[config.mk]
export PLATFORM = sky130hd
export DESIGN_NAME = fpu_pipe_ctrl
export DESIGN_NICKNAME = d
export VERILOG_FILES = /design/src/rtl/fpu_pipe_pkg.sv /design/src/rtl/fpu_pipe_slot.sv /design/src/rtl/fpu_pipe_ctrl.sv
export SDC_FILE = /design/constraint.sdc
export NUM_CORES = 1
export LEC_CHECK = 0
export ABC_AREA = 1
export CAP_MARGIN = 20
export CORE_ASPECT_RATIO = 0.8
export CORE_MARGIN = 2
export CORE_UTILIZATION = 45
export CTS_BUF_LIST = sky130_fd_sc_hd__clkbuf_4 sky130_fd_sc_hd__clkbuf_8
export CTS_CLUSTER_SIZE = 16
export DETAILED_ROUTE_END_ITERATION = 10
export PLACE_DENSITY = 0.74
export SETUP_SLACK_MARGIN = 0.2
export SLEW_MARGIN = 5
export SYNTH_ARGS = -nofsm -noshare
export SYNTH_HDL_FRONTEND = slang
export SYNTH_HIERARCHICAL = 1
export SYNTH_SLANG_ARGS = --single-unit
[constraint.sdc]
create_clock -name CK -period 2.35 [get_ports CK]
set_input_delay 0.3525 -clock CK [delete_from_list [all_inputs] [get_ports CK]]
set_output_delay 0.3525 -clock CK [all_outputs]
set_load 0.03 [all_outputs]
[src/rtl/fpu_pipe_pkg.sv]
// Shared types and helpers for the FPU pipeline sequencer.
// The stats-build macro FPU_PIPE_STATS_EN is consumed by the files that import this package.
package fpu_pipe_pkg;

    typedef enum logic [1:0] {
        IDLE  = 2'd0,
        RUN   = 2'd1,
        FLUSH = 2'd2
    } pipe_state_t;

    // Record layout of one stage at the default tag and timestamp widths.
    localparam int unsigned SLOT_TAG_W = 4;
    localparam int unsigned SLOT_TS_W  = 8;

    typedef struct packed {
        logic                  vld;
        logic [SLOT_TAG_W-1:0] tag;
        logic [SLOT_TS_W-1:0]  ts;
    } slot_t;

    function automatic int unsigned clog2p1(input int unsigned n);
        return $clog2(n + 1);
    endfunction

endpackage

[src/rtl/fpu_pipe_slot.sv]
// One pipeline stage's bookkeeping: valid bit, op tag and (FPU_PIPE_STATS_EN) entry timestamp.
// Loads on load, drops its op when it moves on, clears valid on flush and everything on RST.
module fpu_pipe_slot
    import fpu_pipe_pkg::*;
#(
    parameter int unsigned TAG_W = 4
`ifdef FPU_PIPE_STATS_EN
    ,
    parameter int unsigned CNT_W = 8
`endif
) (
    input  logic             CK,
    input  logic             RST,
    input  logic             flush,
    input  logic             load,
    input  logic             move,
    input  logic [TAG_W-1:0] tag_in,
`ifdef FPU_PIPE_STATS_EN
    input  logic [CNT_W-1:0] ts_in,
    output logic [CNT_W-1:0] ts,
`endif
    output logic             vld,
    output logic [TAG_W-1:0] tag
);

    always_ff @(posedge CK) begin
        if (RST) begin
            vld <= 1'b0;
            tag <= '0;
        end else begin
            vld <= ~flush & (load | (vld & ~move));
            if (load) begin
                tag <= tag_in;
            end
        end
    end

`ifdef FPU_PIPE_STATS_EN
    always_ff @(posedge CK) begin
        if (RST) begin
            ts <= '0;
        end else if (load) begin
            ts <= ts_in;
        end
    end
`endif

endmodule

[src/rtl/fpu_pipe_ctrl.sv]
// Valid/ready sequencer for the STAGES-deep FPU datapath with bubble collapse and flush.
// Define FPU_PIPE_STATS_EN to add the latency/throughput statistics counters.
module fpu_pipe_ctrl
    import fpu_pipe_pkg::*;
#(
    parameter int unsigned STAGES = 4,
    parameter int unsigned TAG_W  = 4
`ifdef FPU_PIPE_STATS_EN
    ,
    parameter int unsigned CNT_W  = 8
`endif
) (
    input  logic                          CK,
    input  logic                          RST,
    input  logic                          in_valid,
    input  logic [TAG_W-1:0]              in_tag,
    output logic                          in_ready,
    output logic                          out_valid,
    output logic [TAG_W-1:0]              out_tag,
    input  logic                          out_ready,
    input  logic                          flush,
    output logic [STAGES-1:0]             stage_en,
    output logic [STAGES-1:0]             stage_vld,
    output logic [clog2p1(STAGES)-1:0]    inflight,
    output logic                          busy
`ifdef FPU_PIPE_STATS_EN
    ,
    output logic [CNT_W-1:0]              lat_max,
    output logic [CNT_W-1:0]              ops_done
`endif
);

    localparam int unsigned L  = STAGES - 1;
    localparam int unsigned IW = clog2p1(STAGES);

    pipe_state_t       state;
    logic              accept;
    logic              move [STAGES];
    logic [TAG_W-1:0]  tag  [STAGES];
    logic [STAGES-1:0] vld_nxt;

`ifdef FPU_PIPE_STATS_EN
    logic [CNT_W-1:0]  now;
    logic [CNT_W-1:0]  ts   [STAGES];
    logic [CNT_W-1:0]  lat;
`endif

    assign in_ready  = (~stage_vld[0] | move[0]) & (state != FLUSH) & ~RST;
    assign accept    = in_valid & in_ready;
    assign out_valid = stage_vld[L];
    assign out_tag   = tag[L];
    assign inflight  = IW'($countones(stage_vld));

    for (genvar i = 0; i < STAGES; i++) begin : g_stage
        // A stage advances when the next one is empty or advancing itself.
        if (i == L) begin : g_last
            assign move[i] = stage_vld[i] & out_ready;
        end else begin : g_mid
            assign move[i] = stage_vld[i] & (~stage_vld[i+1] | move[i+1]);
        end

        if (i == 0) begin : g_first
            assign stage_en[i] = accept & ~flush;
        end else begin : g_rest
            assign stage_en[i] = move[i-1] & ~flush;
        end

        assign vld_nxt[i] = stage_en[i] | (stage_vld[i] & ~move[i]);

        fpu_pipe_slot #(
            .TAG_W (TAG_W)
`ifdef FPU_PIPE_STATS_EN
            ,
            .CNT_W (CNT_W)
`endif
        ) u_slot (
            .CK     (CK),
            .RST    (RST),
            .flush  (flush),
            .load   (stage_en[i]),
            .move   (move[i]),
            .tag_in ((i == 0) ? in_tag : tag[(i == 0) ? 0 : i-1]),
`ifdef FPU_PIPE_STATS_EN
            .ts_in  ((i == 0) ? now : ts[(i == 0) ? 0 : i-1]),
            .ts     (ts[i]),
`endif
            .vld    (stage_vld[i]),
            .tag    (tag[i])
        );
    end

    always_ff @(posedge CK) begin
        if (RST) begin
            state <= IDLE;
            busy  <= 1'b0;
        end else if (flush) begin
            state <= FLUSH;
            busy  <= 1'b1;
        end else begin
            unique case (state)
                IDLE: begin
                    if (accept) begin
                        state <= RUN;
                        busy  <= 1'b1;
                    end
                end
                RUN: begin
                    if (vld_nxt == '0) begin
                        state <= IDLE;
                        busy  <= 1'b0;
                    end
                end
                FLUSH: begin
                    state <= IDLE;
                    busy  <= 1'b0;
                end
                default: begin
                    state <= IDLE;
                    busy  <= 1'b0;
                end
            endcase
        end
    end

`ifdef FPU_PIPE_STATS_EN
    // Modular difference keeps the latency correct across counter wrap.
    assign lat = now - ts[L];

    always_ff @(posedge CK) begin
        if (RST) begin
            now      <= '0;
            lat_max  <= '0;
            ops_done <= '0;
        end else begin
            now <= now + 1'b1;
            if (out_valid & out_ready) begin
                if (lat > lat_max) begin
                    lat_max <= lat;
                end
                if (ops_done != '1) begin
                    ops_done <= ops_done + 1'b1;
                end
            end
        end
    end
`endif

endmodule

==> out/metrics.yaml <==
clk_pin_slew_ns: 0.14
timing.fmax_mhz: 458.6
seq_area_frac_synth_pct: 43.29
clock-sinks: 23
grt_max_degree: 15
yosysWarnings: 6
track_usage_pct: 19.47
worst_setup_path_end_kind: "output pin"
status: "complete, no violations"
crit_arrival_ns: 1.83
period_share_pct: 92.78
synth_area_um2: 1064
ys_top_cells_by_area: "dfxtp_1 (43%), nor2_1 (13%), inv_1 (8.5%)"
clockRootBuffer: "clkbuf_4"
worst_hold_path_type: "reg2reg"
cpPeakStageDelay_ns: 0.54
final_common_cell: "nor2_1"
cp.required_ns: 2.00
boundaryPins: 27
final.min_clock_period_ns: 2.180
post-route-util_pct: 65.53
fillCellCount: 212
antenna_found_initial: 0
slew_headroom_pct: 77.73
syn_area_per_cell_um2: 7.043
die_area_um2: 2770
gp_congestion: 0.7756
leakage_nw: 0.7071
die-height_um: 47.48
core_um2: 2196
cp_max_fo: 2
stdcell_count: 211
cp.depth: 6
rsz0062_at_grt: "true"
start_util_pct: 48.43
clockBufferDepth: 2
max_cap_violations: 0
crit_path_start_kind: "register"
layout.nets: 199
synth_nets: 163
place.port_buffers: 26
drtAntennaViolNets: 0
grt_pass1_wl_um: 4036
worstMarginPinSlew_ns: 0.3330
hold_viol: 0
num_rows: 15
critPathKind: "reg2out"
remaining_drc_errors: 0
syn_to_final_growth_pct: 35.29
clk-insertion-delay-late_ns: 0.32
critical_path_buf_inv_count: 3
reg2reg_depth: 9
synth.top_cell.area_share_pct: 43.29
cts_tree: "done"
dpl.cell_count: 206
synth_cell_types: 18
finalClockSkew_ns: 0.001662
hold-path-cell-count: 2
synth_largest_area_cell: "dfxtp_1"
grt_overflow_total: 0
final_layout_size_suffix_gt1_share_pct: 21.51
wl_per_cell_um: 11.01
powerDensity_nw_per_um2: 466.6
die_x_um: 58.35
path_delay_family: "adder cells"
routed_wirelength_um: 2323
drt-initial-drc-count: 20
critical_path.slowest_cell: "fa_1"
tns_ns: 0
antenna_cells: 0
holdWs_ns: 0.4746
place_hpwl_um: 1822
slew_viol_final: 0
first_global_vias: 916
synth_cells: 151
htree_levels: 1
vias_per_cell: 4.701
cts_buffers: 3
setup_violations: 0
first_pass_iters: 4
irDropWorstVdd_uv: 403.6
path_cells: "inv_2 > fa_1 > inv_2 > ha_4 > ha_4 > buf_6"
vias: 992
ys_seq_elements: 23
final_cell_mix: "nor2_1 (37), inv_1 (23), dfxtp_1 (21), nand2_1 (19), clkdlybuf4s50_1 (18)"
==> logic make-up (layout without fill, tap and decap cells) <==
family                     after synthesis  after routing  share of synthesized area (%)
and+or+nand+nor                         68             68                          26.71
adders and majority gates                3              3                          4.235
buffers and inverters                   33             68                          12.00
AOI/OAI and AO/OA                       24             24                          13.76
DFF                                     23             23                          43.29
==> cell type report <==
class / count / area (um^2) / area share (%)
clock buffer: 3 / 22.52 / 1.565
inverter: 32 / 120.1 / 8.348
multi-input combinational: 95 / 500.5 / 34.78
clock inverter: 1 / 7.507 / 0.5217
sequential: 23 / 462.9 / 32.17
tap: 25 / 31.28 / 2.174
timing repair buffer: 32 / 294.0 / 20.43
==> flip-flops by register name, indices dropped and copies added, names as in the netlist <==
name and count:
g_stage.u_slot/vld 4, busy 1, state 2, g_stage.u_slot/tag 16
==> per-layer routing <==
metal	wire [um]	global-route usage (%)	vias up
met1	1186	27.32	434
met5	0	0	-
met4	15	4.186	0
met3	119	5.676	2
li1	-	-	533
met2	1002	30.11	23
==> timing repair <==
item	CTS	global route
gates resized for setup	14	7
pin swaps	1	0
setup buffers	1	0
hold buffers	0	0
endpoints found under the setup margin	4	3
==> power breakdown <==
group	internal [mW]	total (mW)	switching, mW	leakage (nW)
Sequential	0.398	0.402	0.00424	0.187
Combinational	0.0318	0.0732	0.0415	0.506
Clock	0.0651	0.196	0.131	0.0139
==> synthesized netlist by cell type <==
| library cell | n |
|---|---|
| a21oi_2 | 6 |
| buf_4 | 1 |
| dfxtp_1 | 23 |
| fa_1 | 1 |
| ha_1 | 2 |
| inv_1 | 24 |
| inv_2 | 8 |
| nand2_1 | 19 |
| nand2_2 | 1 |
| nand3_1 | 4 |
| nand4_1 | 4 |
| nor2_1 | 37 |
| nor2_2 | 1 |
| nor2_4 | 1 |
| nor3_1 | 1 |
| o21a_2 | 1 |
| o21ai_0 | 16 |
| o21ai_1 | 1 |
==> worst register-to-register path, delay by kind of cell (launching register included) <==
family,cells,cell delay [ns]
flops,1,0.52
simple gates,8,0.77
compound gates,1,0.05
==> path summary, 6_finish.rpt <==
| path | start | endpoint | slack [ns] |
|---|---|---|---|
| worst max-delay path | g_stage[3].u_slot/vld$_SDFF_PP0_ | inflight[1] | 0.17 |
| worst min register to register | busy$_SDFFE_PP0P_ | busy$_SDFFE_PP0P_ | 0.47 |
| worst min-delay path | busy$_SDFFE_PP0P_ | busy$_SDFFE_PP0P_ | 0.47 |
| worst max register to register | g_stage[1].u_slot/vld$_SDFF_PP0_ | busy$_SDFFE_PP0P_ | 0.94 |
==> per-stage QoR <==
| stage | instance area [um^2] | setup slack [ns] | power [mW] |
|---|---|---|---|
| 6_report | 1439 | 0.1696 | 0.6714 |
| 5_1_grt | 1439 | 0.1009 | 0.7072 |
| 2_1_floorplan | 1066 | 0.2303 | 0.4472 |
| 3_3_place_gp | 1375 | 0.1345 | 0.4810 |
| 3_5_place_dp | 1375 | 0.09019 | 0.4833 |
| 4_1_cts | 1420 | 0.1504 | 0.6769 |
(Power assumes the default switching activity.)
